==> config.mk <==
export PLATFORM = sky130hd
export DESIGN_NAME = parity_serial_tx
export DESIGN_NICKNAME = d
export VERILOG_FILES = /design/src/rtl/parity_serial_tx.sv
export SDC_FILE = /design/constraint.sdc
export NUM_CORES = 1
export LEC_CHECK = 0
export ABC_AREA = 1
export CORE_MARGIN = 3
export CORE_UTILIZATION = 56
export DETAILED_ROUTE_END_ITERATION = 8
export GPL_TIMING_DRIVEN = 1
export PLACE_DENSITY_LB_ADDON = 0.12
export SLEW_MARGIN = 20
export SYNTH_ARGS = -nofsm -noshare
export SYNTH_HDL_FRONTEND = slang
export SYNTH_SLANG_ARGS = --single-unit
==> constraint.sdc <==
create_clock -name clk -period 1.7 [get_ports clk]
set_clock_uncertainty 0.05 [all_clocks]
set_input_delay 0.17 -clock clk [delete_from_list [all_inputs] [get_ports clk]]
set_output_delay 0.17 -clock clk [all_outputs]
set_load 0.01 [all_outputs]
==> src/rtl/parity_serial_tx.sv <==
// parity_serial_tx: accepts an N-bit word over a valid/ready handshake and
// sends it LSB first as a framed serial stream: start bit (0), N data bits,
// parity bit, stop bit (1). Every serial bit is held for CLKS_PER_BIT clocks.
// The line idles high, and a synchronous active-low reset aborts a frame.
module parity_serial_tx #(
  parameter int N            = 4,
  parameter bit ODD_PARITY   = 1'b0,
  parameter int CLKS_PER_BIT = 4
) (
  input  logic         clk,
  input  logic         reset,
  input  logic [N-1:0] in_data,
  input  logic         in_valid,
  output logic         in_ready,
  output logic         tx_out,
  output logic         busy,
  output logic         parity_out
);

  // The counters are never narrower than one bit, so N=1 and CLKS_PER_BIT=1
  // still get legal vectors.
  localparam int CW = (CLKS_PER_BIT > 1) ? $clog2(CLKS_PER_BIT) : 1;
  localparam int BW = (N > 1) ? $clog2(N) : 1;
  localparam logic [CW-1:0] CYC_LAST = CW'(CLKS_PER_BIT - 1);
  localparam logic [BW-1:0] BIT_LAST = BW'(N - 1);

  typedef enum logic [2:0] {
    IDLE   = 3'd0,
    START  = 3'd1,
    DATA   = 3'd2,
    PARITY = 3'd3,
    STOP   = 3'd4
  } state_t;

  state_t        state_reg, state_next;
  logic [CW-1:0] cyc_reg, cyc_next;
  logic [BW-1:0] bit_reg, bit_next;
  logic [N-1:0]  shift_reg, shift_next;
  logic          tx_reg, tx_next;
  logic          busy_reg, busy_next;
  logic          parity_reg, parity_next;
  logic          accept;
  logic          slot_done;

  // The block is ready only in IDLE. A word offered while a frame is in
  // flight is not queued. It is taken on the next IDLE cycle if in_valid is
  // still high.
  assign in_ready  = (state_reg == IDLE);
  assign accept    = in_valid && in_ready;
  assign slot_done = (cyc_reg == CYC_LAST);

  assign tx_out     = tx_reg;
  assign busy       = busy_reg;
  assign parity_out = parity_reg;

  // Next-state logic. tx_next is the line level for the next state, so the
  // registered tx_out always matches the state it is in. The first start-bit
  // cycle therefore appears right after the accepting edge.
  always_comb begin
    state_next  = state_reg;
    cyc_next    = cyc_reg;
    bit_next    = bit_reg;
    shift_next  = shift_reg;
    tx_next     = tx_reg;
    parity_next = parity_reg;

    case (state_reg)
      IDLE: begin
        tx_next  = 1'b1;
        cyc_next = '0;
        bit_next = '0;
        if (accept) begin
          shift_next  = in_data;
          parity_next = (^in_data) ^ ODD_PARITY;
          state_next  = START;
          tx_next     = 1'b0;
        end
      end

      START: begin
        if (slot_done) begin
          cyc_next   = '0;
          state_next = DATA;
          tx_next    = shift_reg[0];
        end else begin
          cyc_next = cyc_reg + 1'b1;
        end
      end

      DATA: begin
        if (slot_done) begin
          cyc_next = '0;
          if (bit_reg == BIT_LAST) begin
            bit_next   = '0;
            state_next = PARITY;
            tx_next    = parity_reg;
          end else begin
            // Shift toward bit 0 so the next data bit is always at the LSB.
            bit_next   = bit_reg + 1'b1;
            shift_next = shift_reg >> 1;
            tx_next    = shift_next[0];
          end
        end else begin
          cyc_next = cyc_reg + 1'b1;
        end
      end

      PARITY: begin
        if (slot_done) begin
          cyc_next   = '0;
          state_next = STOP;
          tx_next    = 1'b1;
        end else begin
          cyc_next = cyc_reg + 1'b1;
        end
      end

      STOP: begin
        if (slot_done) begin
          cyc_next   = '0;
          state_next = IDLE;
          tx_next    = 1'b1;
        end else begin
          cyc_next = cyc_reg + 1'b1;
        end
      end

      default: begin
        state_next = IDLE;
        cyc_next   = '0;
        bit_next   = '0;
        tx_next    = 1'b1;
      end
    endcase

    // busy tracks the next state, so it goes high the cycle after accept and
    // goes low in the IDLE cycle that follows the stop bit.
    busy_next = (state_next != IDLE);
  end

  // State and datapath registers. Reset wins over everything and discards any
  // frame in flight.
  always_ff @(posedge clk) begin
    if (!reset) begin
      state_reg  <= IDLE;
      cyc_reg    <= '0;
      bit_reg    <= '0;
      shift_reg  <= '0;
      tx_reg     <= 1'b1;
      busy_reg   <= 1'b0;
      parity_reg <= 1'b0;
    end else begin
      state_reg  <= state_next;
      cyc_reg    <= cyc_next;
      bit_reg    <= bit_next;
      shift_reg  <= shift_next;
      tx_reg     <= tx_next;
      busy_reg   <= busy_next;
      parity_reg <= parity_next;
    end
  end

endmodule

======== Word level (Yosys, flattened, before mapping) ========
Cells that the tools add are included.
word-level totals
  output and inout bits ................... 4
  input bits .............................. 7
  register bits after elaboration ......... 14
  logic and storage cells ................. 56
operators by class
  $add $sub $neg .......................... 2
  bitwise operators ....................... 3
  reductions and logical operators ........ 13
  equal/unequal tests ..................... 11
  muxes and demuxes ....................... 20
operators by type and width
  operator                                              number
  2-to-1 mux 3 bit                                      6
  one-hot mux 3 bit (5 select lines)                    1
  2-to-1 mux 4 bit                                      3
  one-hot mux 4 bit (2 select lines)                    1
  equality test 3 x 2 -> 1 bit (second input constant)  2
  != test 2 bit (second input constant)                 3
  OR reduction 3 bit                                    2
  2-to-1 mux 1 bit                                      5
  adder 2 x 1 -> 2 bit (second input constant)          2
  equality test 2 bit (second input constant)           2
  2-to-1 mux 2 bit                                      2
  != test 2 x 1 -> 1 bit (second input constant)        2
  one-hot mux 1 bit (4 select lines)                    1
  one-hot mux 2 bit (2 select lines)                    1
  AND reduction 2 bit                                   2
  AND reduction 4 bit                                   1
  OR reduction 4 bit                                    1
  XOR reduction 4 bit                                   1
  equality test 3 x 1 -> 1 bit (second input constant)  1
  equality test 3 bit (second input constant)           1
  zero test 3 bit                                       1
  inverter 1 bit                                        3
  AND reduction 3 bit                                   1
  nonzero test 3 bit                                    1
  3 further kinds                                       3

======== Depth between registers and ports, before layout ========
Gate-level depths: netlist of run 1.
  depth after elaboration ................. 5
  mapped depth ............................ 8
  depth with buffers taken out ............ 8

======== Worst setup path before layout of run 1 ========
No wires, ideal clock.
  path kind ............................... flip-flop to flip-flop
  from .................................... register state_reg[1]
  to ...................................... register parity_reg, in the netlist parity_out
  path buffers ............................ 0
  slack ................................... 539 ps
  data required time ...................... 1,541 ps
  arrival ................................. 1,002 ps
  stages on the path, launching flop included .. 8
  library setup time ...................... 109 ps
  period minus slack after synthesis ...... 1,161 ps
  path through ............................ dfxtp_1 > inv_2 > nand2_2 > nor2_2 > nand2_2 > nand3b_1 > nand2_1 > inv_1
on the way
  longest elaborated chain between the ends .. 3
ends and longest elaborated chain
  element                                 RTL line  RTL
  start, declared                         35        state_t state_reg, state_next;
  start signal, assigned                  153       state_reg <= state_next;
  zero test 3 bit *                       48        assign in_ready = (state_reg == IDLE);
  named net in_ready                      14        output logic in_ready,
  logical AND 1 bit                       49        assign accept = in_valid && in_ready;
  AND reduction 2 bit (no source line) *  n/a
  end signal, assigned                    159       parity_reg <= parity_next;
  end, declared                           41        logic parity_reg, parity_next;
Mark *: on every way through the listed nets, which the timed path passes. The rest lies on a longest branch.
A chain may end at the register's enable or synchronous reset.

======== Worst setup path in the final report of run 1 ========
  from .................................... register state_reg[0]
  to ...................................... output in_ready
on the way
  longest elaborated chain between the ends .. 1
ends and longest elaborated chain
  element          RTL line
  zero test 3 bit  48
  end, declared    14
Every way passes these cells.

==> results.py, run 1 <==
metrics = {
    "global_route": {
        "grt_use_total_pct": 21.3,
        "grt_max_degree": 9,
        "antenna_found_initial": 0,
        "grt_pass1_vias": 740,
        "grt_overflow_total": 0,
        "grt_pass1_wl_um": 3040,
    },
    "finish": {
        "seqCellArea_um2": 282,
        "drive_gt1_share_pct": 14.4,
        "diodes": 0,
        "fin_nets": 150,
        "final_cells": 154,
        "fillCellCount": 117,
        "syn2layout_area_growth_pct": 20.1,
        "multi_input_area_um2": 457,
        "design_area_um2": 971,
        "largest_reg_flops": 4,
    },
    "yosys": {
        "synth_xor_area_share_pct": 2.17,
        "synthesis.nets": 134,
        "syn-cell-area_um2": 808,
        "synth_compound_area_share_pct": 7.12,
        "synth_top_family_by_area": "simple AND/OR/NAND/NOR gates",
        "synth-simple-area-share_pct": 42.6,
        "ys_ff_latch": 14,
        "yosys_warnings": 0,
        "seq_area_frac_synth_pct": 34.7,
        "synthAdderAreaFrac_pct": 4.64,
        "synth_cell_type_count": 17,
        "synth_cells": 124,
        "avgSynthCellArea_um2": 6.52,
        "muxShareOfSynthArea_pct": 0,
    },
    "setup_path": {
        "end_kind": "primary output",
        "worstPathMaxFanout": 6,
        "cp-startpoint": "state_reg[0]$_SDFF_PN0_",
        "arrival_ps": 1310,
        "cpLargestDelayFamily": "flip-flops",
        "crit_slowest_cell": "dfxtp_1",
        "cpPeakStageDelay_ps": 460,
        "critPathBufInv": 2,
        "path_cells": "inv_1 -> nand2_2 -> nor2_2 -> dlygate4sd2_1",
        "crit_type": "reg2out",
        "timing.rr.start": "cyc_reg[0]$_SDFF_PP0_",
        "cp-start-kind": "flip-flop",
        "required_ps": 1480,
    },
    "timing": {
        "slew_headroom_pct": 79.6,
        "fmax_ghz": 0.653,
        "tns_ps": 0,
        "final.period_utilization_pct": 90.0,
        "worst_slew_pin_slew_ps": 306,
        "min_period_ps": 1530,
        "hold_viol_final": 0,
        "rsz0062_at_grt": "false",
        "setup_violations": 0,
        "finalMaxSlewViolations": 0,
    },
    "clock_network": {
        "cts.clk_slew.worst_paths_ps": 80,
        "clockRootBuffer": "clkbuf_4",
        "cts_tree": "built",
        "cts.repair.resized": 2,
        "clock-sinks": 14,
        "hold_buffers": 0,
        "cts_buffers": 3,
        "h-tree-depth": 1,
        "insertion_delay_ps": 290,
        "clk_path_buf_depth": 2,
        "cts_setup_buffers": 0,
    },
    "floorplan": {
        "rows": 13,
        "die_w_um": 44.0,
        "start_util_pct": 60.6,
        "die_y_um": 44.0,
        "io_pins": 11,
        "die_area_um2": 1940,
        "core_area_um2": 1330,
    },
    "worst_hold_path": {
        "min_from": "cyc_reg[0]$_SDFF_PP0_",
        "min_path_type": "reg2reg",
    },
    "pwr": {
        "p_leak_nw": 0.492,
        "p_seq_share_pct": 47.9,
        "power_frac_comb_pct": 19.5,
        "max-vdd-ir-drop_uv": 504,
        "p_int_mw": 0.547,
        "p_clk_share_pct": 32.5,
        "p_sw_share_pct": 27.6,
        "p_sw_mw": 0.209,
        "p_per_area_nw_per_um2": 778,
    },
    "placed_design": {
        "gp_congestion": 0.819,
        "dpl.hpwl_um": 1380,
        "portBuffers": 10,
        "dpl_cell_area_um2": 935,
        "dp_cells": 150,
    },
    "run_status": {
        "outcome": "completed",
    },
    "route": {
        "routed_wl_um": 1760,
        "dr_total_vias": 791,
        "vias_per_cell": 5.14,
        "drt-pass1-iter-count": 4,
        "ant_nets": 0,
        "drc_errors": 0,
        "wl_per_cell_um": 11.4,
        "drt-initial-drc-count": 22,
    },
    "flow_run": {
        "maxCapViolations": 0,
    },
}
-- synthesized netlist by cell type (all sizes together) --
cell type / instances / area (µm²)
a21oi: 4 / 20.0
dfxtp: 14 / 280
ha: 3 / 37.5
inv: 19 / 71.3
nand2: 41 / 164
nand3: 10 / 65.1
nand3b: 1 / 7.51
nand4: 3 / 18.8
nor2: 21 / 88.8
o21ai: 6 / 37.5
xnor2: 2 / 17.5
-- power by group through the flow --
stage / clock [mW] / combinational (mW) / sequential (mW)
floorplan: 0 / 0.0897 / 0.371
global placement: 0 / 0.144 / 0.369
detailed placement: 0 / 0.148 / 0.370
CTS: 0.249 / 0.148 / 0.362
global route: 0.262 / 0.166 / 0.365
finish: 0.246 / 0.147 / 0.362
-- per-stage QoR --
step                      power (mW)  hold WS, ps  util [%]  worst slack, ps
after floorplan                0.461          204         -              539
after global placement         0.513          379      70.1              272
after detailed placement       0.518          398      70.1              227
after CTS                      0.759          418      72.8              173
after global routing           0.794          443      72.8             93.7
final                          0.755          413      72.8              169
-- logic make-up (layout without fill, tap and decap cells) --
family                     Yosys count  count (layout)
AOI/OAI and AO/OA                   10              10
xor gates and xnor gates             2               2
adders and majority gates            3               3
buffers and inverters               19              34
DFF                                 14              14
and+or+nand+nor                     76              76
-- cell type report --
class / instances / share of cell area, %
Clock buffer: 4 / 3.74
Inverter: 19 / 7.35
Multi-Input combinational cell: 91 / 47.0
Sequential cell: 14 / 29.0
Tap cell: 15 / 1.93
Timing Repair Buffer: 11 / 11.0
-- layout by cell type, fill, tap and decap left out, drive strengths merged --
master | synthesis | final
nand2 | 41 | 41
nor2 | 21 | 21
inv | 19 | 19
dfxtp | 14 | 14
nand3 | 10 | 10
clkdlybuf4s50 | 0 | 9
o21ai | 6 | 6
a21oi | 4 | 4
clkbuf | 0 | 4
nand4 | 3 | 3
ha | 3 | 3
xnor2 | 2 | 2
nand3b | 1 | 1
dlygate4sd2 | 0 | 1
buf | 0 | 1
-- worst paths after layout --
kind                            to  slack [ps]  depth (start not counted)
min reg2reg  cyc_reg[0]$_SDFF_PP0_         410                          1
max                       in_ready         170                          4
min          cyc_reg[0]$_SDFF_PP0_         410                          1
max reg2reg        busy$_SDFF_PN0_         340                          7
-- layer usage --
metal  global-route usage [%]  vias up  share of wire, %
met3                     3.73        6               7.9
li1                         -      416                 -
met1                     28.0      341                45
met4                     12.7        0               2.0
met2                     32.3       28                45
met5                        0        -                 0
-- worst reg2reg max path: stages, from the launching register on --
cell     delay (ps)
dfxtp_1         360
ha_1            260
inv_1           100
o21ai_0         190
nand3_1         150
nand2_1          90
nand2_1          50
nand2_1          50
Note: power is estimated with default switching activity, not from simulation.
==> run 2, diff against run 1 <==
--- a/config.mk
+++ b/config.mk
@@ -8,9 +8,10 @@
 export ABC_AREA = 1
 export CORE_MARGIN = 3
 export CORE_UTILIZATION = 56
+export CTS_CLUSTER_SIZE = 25
 export DETAILED_ROUTE_END_ITERATION = 8
 export GPL_TIMING_DRIVEN = 1
-export PLACE_DENSITY_LB_ADDON = 0.12
+export PLACE_DENSITY = 0.88
 export SLEW_MARGIN = 20
 export SYNTH_ARGS = -nofsm -noshare
 export SYNTH_HDL_FRONTEND = slang
==> constraint.sdc (replaced) <==
create_clock -name clk -period 1.7 [get_ports clk]
set_clock_uncertainty 0.05 [all_clocks]
set_input_delay 0.255 -clock clk [delete_from_list [all_inputs] [get_ports clk]]
set_output_delay 0.255 -clock clk [all_outputs]
set_load 0.01 [all_outputs]
==> run 2 against run 1 <==
Net effect:
- sequential power about the same
- via count grew 1.5%
- non-clock buffer count unchanged
- global-route usage rose by 0.15 points
- largest power group unchanged
- largest cell class unchanged
- design area is 0.13% higher
- critical path depth did not move
- hold slack lost 13 ps
- total power is 0.16% higher
- highest routed layer unchanged
- clock power barely moved
==> results.py, run 2 (same netlist as run 1, synthesis figures left out) <==
metrics = {
    "pwr": {
        "p_int_mw": 0.547,
        "p_seq_share_pct": 48.2,
        "power_frac_comb_pct": 19.6,
        "p_per_area_nw_per_um2": 778,
        "max-vdd-ir-drop_uv": 691,
        "p_clk_share_pct": 32.2,
        "p_leak_nw": 0.493,
        "p_sw_mw": 0.209,
        "p_sw_share_pct": 27.7,
    },
    "clock_network": {
        "clockRootBuffer": "clkbuf_4",
        "cts_buffers": 3,
        "cts_setup_buffers": 0,
        "clock-sinks": 14,
        "cts.clk_slew.worst_paths_ps": 80,
        "clk_path_buf_depth": 2,
        "h-tree-depth": 1,
        "cts_tree": "built",
        "insertion_delay_ps": 290,
        "hold_buffers": 0,
    },
    "finish": {
        "final_cells": 154,
        "seqCellArea_um2": 283,
        "multi_input_area_um2": 457,
        "syn2layout_area_growth_pct": 20.3,
        "largest_reg_flops": 4,
        "fillCellCount": 117,
        "diodes": 0,
        "mostFrequentLayoutCells": "nand2_1, nor2_1, inv_1",
        "fin_nets": 150,
        "drive_gt1_share_pct": 15.1,
        "layout_commonest_cell": "nand2_1",
    },
    "setup_path": {
        "crit_type": "reg2out",
        "end_kind": "primary output",
        "required_ps": 1390,
        "worstPathMaxFanout": 6,
        "path_cells": "inv_1 -> nand2_2 -> nor2_2 -> dlygate4sd2_1",
        "cpPeakStageDelay_ps": 370,
        "cpLargestDelayFamily": "buffers and inverters",
        "crit_slowest_cell": "dfxtp_2",
        "arrival_ps": 1290,
        "critPathBufInv": 2,
        "cp-start-kind": "flip-flop",
    },
    "global_route": {
        "grt_use_total_pct": 21.5,
        "grt_pass1_wl_um": 3020,
        "grt_overflow_total": 0,
        "antenna_found_initial": 0,
        "grt_max_degree": 9,
        "grt_pass1_vias": 713,
    },
    "placed_design": {
        "dpl.hpwl_um": 1380,
        "portBuffers": 10,
        "dp_cells": 150,
        "gp_congestion": 0.856,
        "dpl_worst_slack_ps": 125,
    },
    "route": {
        "vias_per_cell": 5.21,
        "dr_total_vias": 803,
        "ant_nets": 0,
        "routed_wl_um": 1800,
        "drt-initial-drc-count": 13,
        "drc_errors": 0,
        "drt-pass1-iter-count": 4,
        "wl_per_cell_um": 11.7,
    },
    "timing": {
        "fmax_ghz": 0.627,
        "final.period_utilization_pct": 93.8,
        "finalMaxSlewViolations": 0,
        "worst_slew_pin_slew_ps": 329,
        "rsz0062_at_grt": "false",
        "min_period_ps": 1600,
        "hold_viol_final": 0,
        "setup_ws_ps": 105,
        "slew_headroom_pct": 78.0,
        "tns_ps": 0,
        "setup_violations": 0,
        "hold_ws_ps": 400,
    },
    "floorplan": {
        "io_pins": 11,
        "core_area_um2": 1330,
        "die_y_um": 44.0,
        "rows": 13,
        "die_area_um2": 1940,
        "die_w_um": 44.0,
        "start_util_pct": 60.6,
    },
    "worst_hold_path": {
        "min_path_type": "reg2reg",
    },
    "flow_run": {
        "maxCapViolations": 0,
    },
    "run_status": {
        "outcome": "completed",
    },
}
## run 2: changes by cell type in the layout (fill, tap and decap cells not counted)
cell,change
dfxtp_1,-1
dfxtp_2,+1
## run 2: power groups by stage
stage	registers (mW)	logic, mW	clock network (mW)
finish	0.364	0.148	0.244
CTS	0.364	0.148	0.248
global placement	0.369	0.144	0
floorplan	0.371	0.0897	0
detailed placement	0.371	0.148	0
global route	0.366	0.167	0.262
## run 2: worst reg2reg max path: cells and delay by family (launching register included)
family                 cells  cell delay [ps]
buffers and inverters      1              120
DFF                        1              520
and+or+nand+nor            6              510
## run 2: path summary, 6_finish.rpt
path / cells after the start / slack, ps / endpoint / start
worst max-delay path: 4 / 100 / in_ready / state_reg[0]$_SDFF_PN0_
worst min-delay path: 1 / 400 / cyc_reg[0]$_SDFF_PP0_ / cyc_reg[0]$_SDFF_PP0_
worst max register to register: 7 / 410 / shift_reg[2]$_SDFFE_PN0P_ / state_reg[2]$_SDFF_PN0_
worst min register to register: 1 / 400 / cyc_reg[0]$_SDFF_PP0_ / cyc_reg[0]$_SDFF_PP0_
## run 2: through the flow
step	cell area [µm²]	total power, mW	utilization, %
3_5_place_dp	935	0.519	70.1
4_1_cts	970	0.760	72.7
6_report	972	0.756	72.9
5_1_grt	972	0.795	72.9
2_1_floorplan	808	0.461	-
3_3_place_gp	935	0.513	70.1
## run 2: final cells by class
cell class	instances	area share, %
flip-flops and latches	14	29.1
clock buffers	4	3.73
inverters	19	7.34
repair buffers	11	10.9
well taps	15	1.93
multi-input cells	91	47.0
## run 2: what timing repair did
item	4_1_cts	5_1_grt
cloned	0	0
resized for setup	1	2
setup endpoints to repair	1	1
## run 2: metal layers
metal,GRT usage (%),wire length [µm],vias to the layer above
li1,-,-,415
met1,26.4,821,363
met2,34.9,878,23
met3,8.71,88,2
met4,4.82,11,0
met5,0,0,-
==> run 3, diff against run 2 <==
--- a/config.mk
+++ b/config.mk
@@ -8,6 +8,7 @@
 export ABC_AREA = 1
 export CORE_MARGIN = 3
 export CORE_UTILIZATION = 56
+export CTS_BUF_LIST = sky130_fd_sc_hd__clkbuf_16
 export CTS_CLUSTER_SIZE = 25
 export DETAILED_ROUTE_END_ITERATION = 8
 export GPL_TIMING_DRIVEN = 1
==> run 3 against run 2 <==
Net effect:
- clock power rose by 85%
- sequential power is essentially flat
- combinational power about the same
- hold slack better by 5.9 ps
- critical path depth stayed put
- sequential share of layout area fell by 1.4 points
- sequential cell count did not move
- clock-buffer cell count fell by 1
- largest cell class unchanged
==> results.py, run 3 (same netlist as run 1, synthesis figures left out) <==
metrics = {
    "run_status": {
        "outcome": "completed",
    },
    "timing": {
        "worst_slew_pin_slew_ps": 325,
        "setup_violations": 0,
        "fmax_ghz": 0.621,
        "finalMaxSlewViolations": 0,
        "hold_viol_final": 0,
        "final.period_utilization_pct": 94.7,
        "hold_ws_ps": 406,
        "min_period_ps": 1610,
        "tns_ps": 0,
        "rsz0062_at_grt": "false",
        "slew_headroom_pct": 78.3,
    },
    "clock_network": {
        "h-tree-depth": 1,
        "insertion_delay_ps": 250,
        "clk_path_buf_depth": 2,
        "clock-sinks": 14,
        "cts_tree": "built",
        "cts_setup_buffers": 0,
        "hold_buffers": 0,
        "clockRootBuffer": "clkbuf_16",
        "cts.clk_slew.worst_paths_ps": 40,
        "cts_buffers": 3,
    },
    "pwr": {
        "max-vdd-ir-drop_uv": 981,
        "p_per_area_nw_per_um2": 952,
        "power_mw": 0.964,
        "p_leak_nw": 0.509,
    },
    "finish": {
        "final_cells": 154,
        "fin_nets": 150,
        "diodes": 0,
        "mostFrequentLayoutCells": "nand2_1, nor2_1, inv_1",
        "fillCellCount": 105,
        "syn2layout_area_growth_pct": 25.2,
        "drive_gt1_share_pct": 12.9,
        "layout_commonest_cell": "nand2_1",
        "largest_reg_flops": 4,
        "seqCellArea_um2": 280,
        "multi_input_area_um2": 457,
    },
    "setup_path": {
        "arrival_ps": 1300,
        "required_ps": 1390,
        "end_kind": "primary output",
        "cp-start-kind": "flip-flop",
        "crit_type": "reg2out",
        "worstPathMaxFanout": 7,
    },
    "route": {
        "routed_wl_um": 1860,
        "dr_total_vias": 821,
        "drt-pass1-iter-count": 4,
        "wl_per_cell_um": 12.1,
        "ant_nets": 0,
        "drc_errors": 0,
        "drt-initial-drc-count": 22,
        "vias_per_cell": 5.33,
    },
    "placed_design": {
        "dp_cells": 150,
        "gp_congestion": 0.856,
        "dpl.hpwl_um": 1380,
        "portBuffers": 10,
    },
    "global_route": {
        "grt_use_total_pct": 22.0,
        "grt_pass1_vias": 771,
        "grt_overflow_total": 0,
        "grt_pass1_wl_um": 3120,
        "antenna_found_initial": 0,
        "grt_max_degree": 9,
    },
    "floorplan": {
        "start_util_pct": 60.6,
        "die_y_um": 44.0,
        "io_pins": 11,
        "core_area_um2": 1330,
        "die_w_um": 44.0,
        "die_area_um2": 1940,
        "rows": 13,
    },
    "worst_hold_path": {
        "min_path_type": "reg2reg",
    },
    "flow_run": {
        "maxCapViolations": 0,
    },
}
run 3: cell count changes in the layout (fill, tap and decap cells not counted):
cell	change
clkbuf_4	-3
dfxtp_2	-2
clkbuf_16	+3
clkbuf_8	-1
clkinv_1	+1
dfxtp_1	+2
run 3: cell type report:
class                   instances  area share [%]
multi-input cells              91            45.1
clock buffers                   3            7.42
inverters                      19            7.05
well taps                      15            1.85
repair buffers                 11            10.5
flip-flops and latches         14            27.7
clock inverters                 1           0.371
run 3: worst paths after layout:
check / start / slack (ps) / cells after the start / end
worst max register to register: cyc_reg[0]$_SDFF_PP0_ / 410 / 7 / shift_reg[2]$_SDFFE_PN0P_
worst min-delay path: cyc_reg[0]$_SDFF_PP0_ / 410 / 1 / cyc_reg[0]$_SDFF_PP0_
worst min register to register: cyc_reg[0]$_SDFF_PP0_ / 410 / 1 / cyc_reg[0]$_SDFF_PP0_
worst max-delay path: state_reg[1]$_SDFF_PN0_ / 90 / 4 / in_ready
run 3: metrics by stage:
| step | utilization (%) | setup WS [ps] | instance area (µm²) |
|---|---|---|---|
| 2_1_floorplan | - | 539 | 808 |
| 3_3_place_gp | 70.1 | 174 | 935 |
| 3_5_place_dp | 70.1 | 125 | 935 |
| 4_1_cts | 75.9 | 109 | 1010 |
| 5_1_grt | 75.9 | 31.2 | 1010 |
| 6_report | 75.9 | 90.7 | 1010 |
run 3: per-layer routing:
metal  wire length, µm  vias up  share of wire [%]  track usage, %
met2               944       27                 51            37.2
met4                24        0                1.3            4.82
met1               782      373                 42            26.1
met3               107        8                5.8            8.71
met5                 0        -                  0               0
li1                  -      413                  -               -
run 3: where the power goes:
| part | switching, mW | total, mW | internal, mW |
|---|---|---|---|
| clock network | 0.139 | 0.451 | 0.311 |
| registers | 0.0138 | 0.365 | 0.351 |
| logic | 0.0814 | 0.148 | 0.0667 |
run 3: repair_timing:
action                     in CTS  in global routing
hold endpoints to repair        0                  0
setup endpoints to repair       1                  0
resized for setup               1                  0
run 3: worst max-delay path, cell delays in order (launching register included):
cell and delay [ps]:
dfxtp_1 480, inv_2 120, nand2_2 110, nor2_2 50, dlygate4sd2_1 300
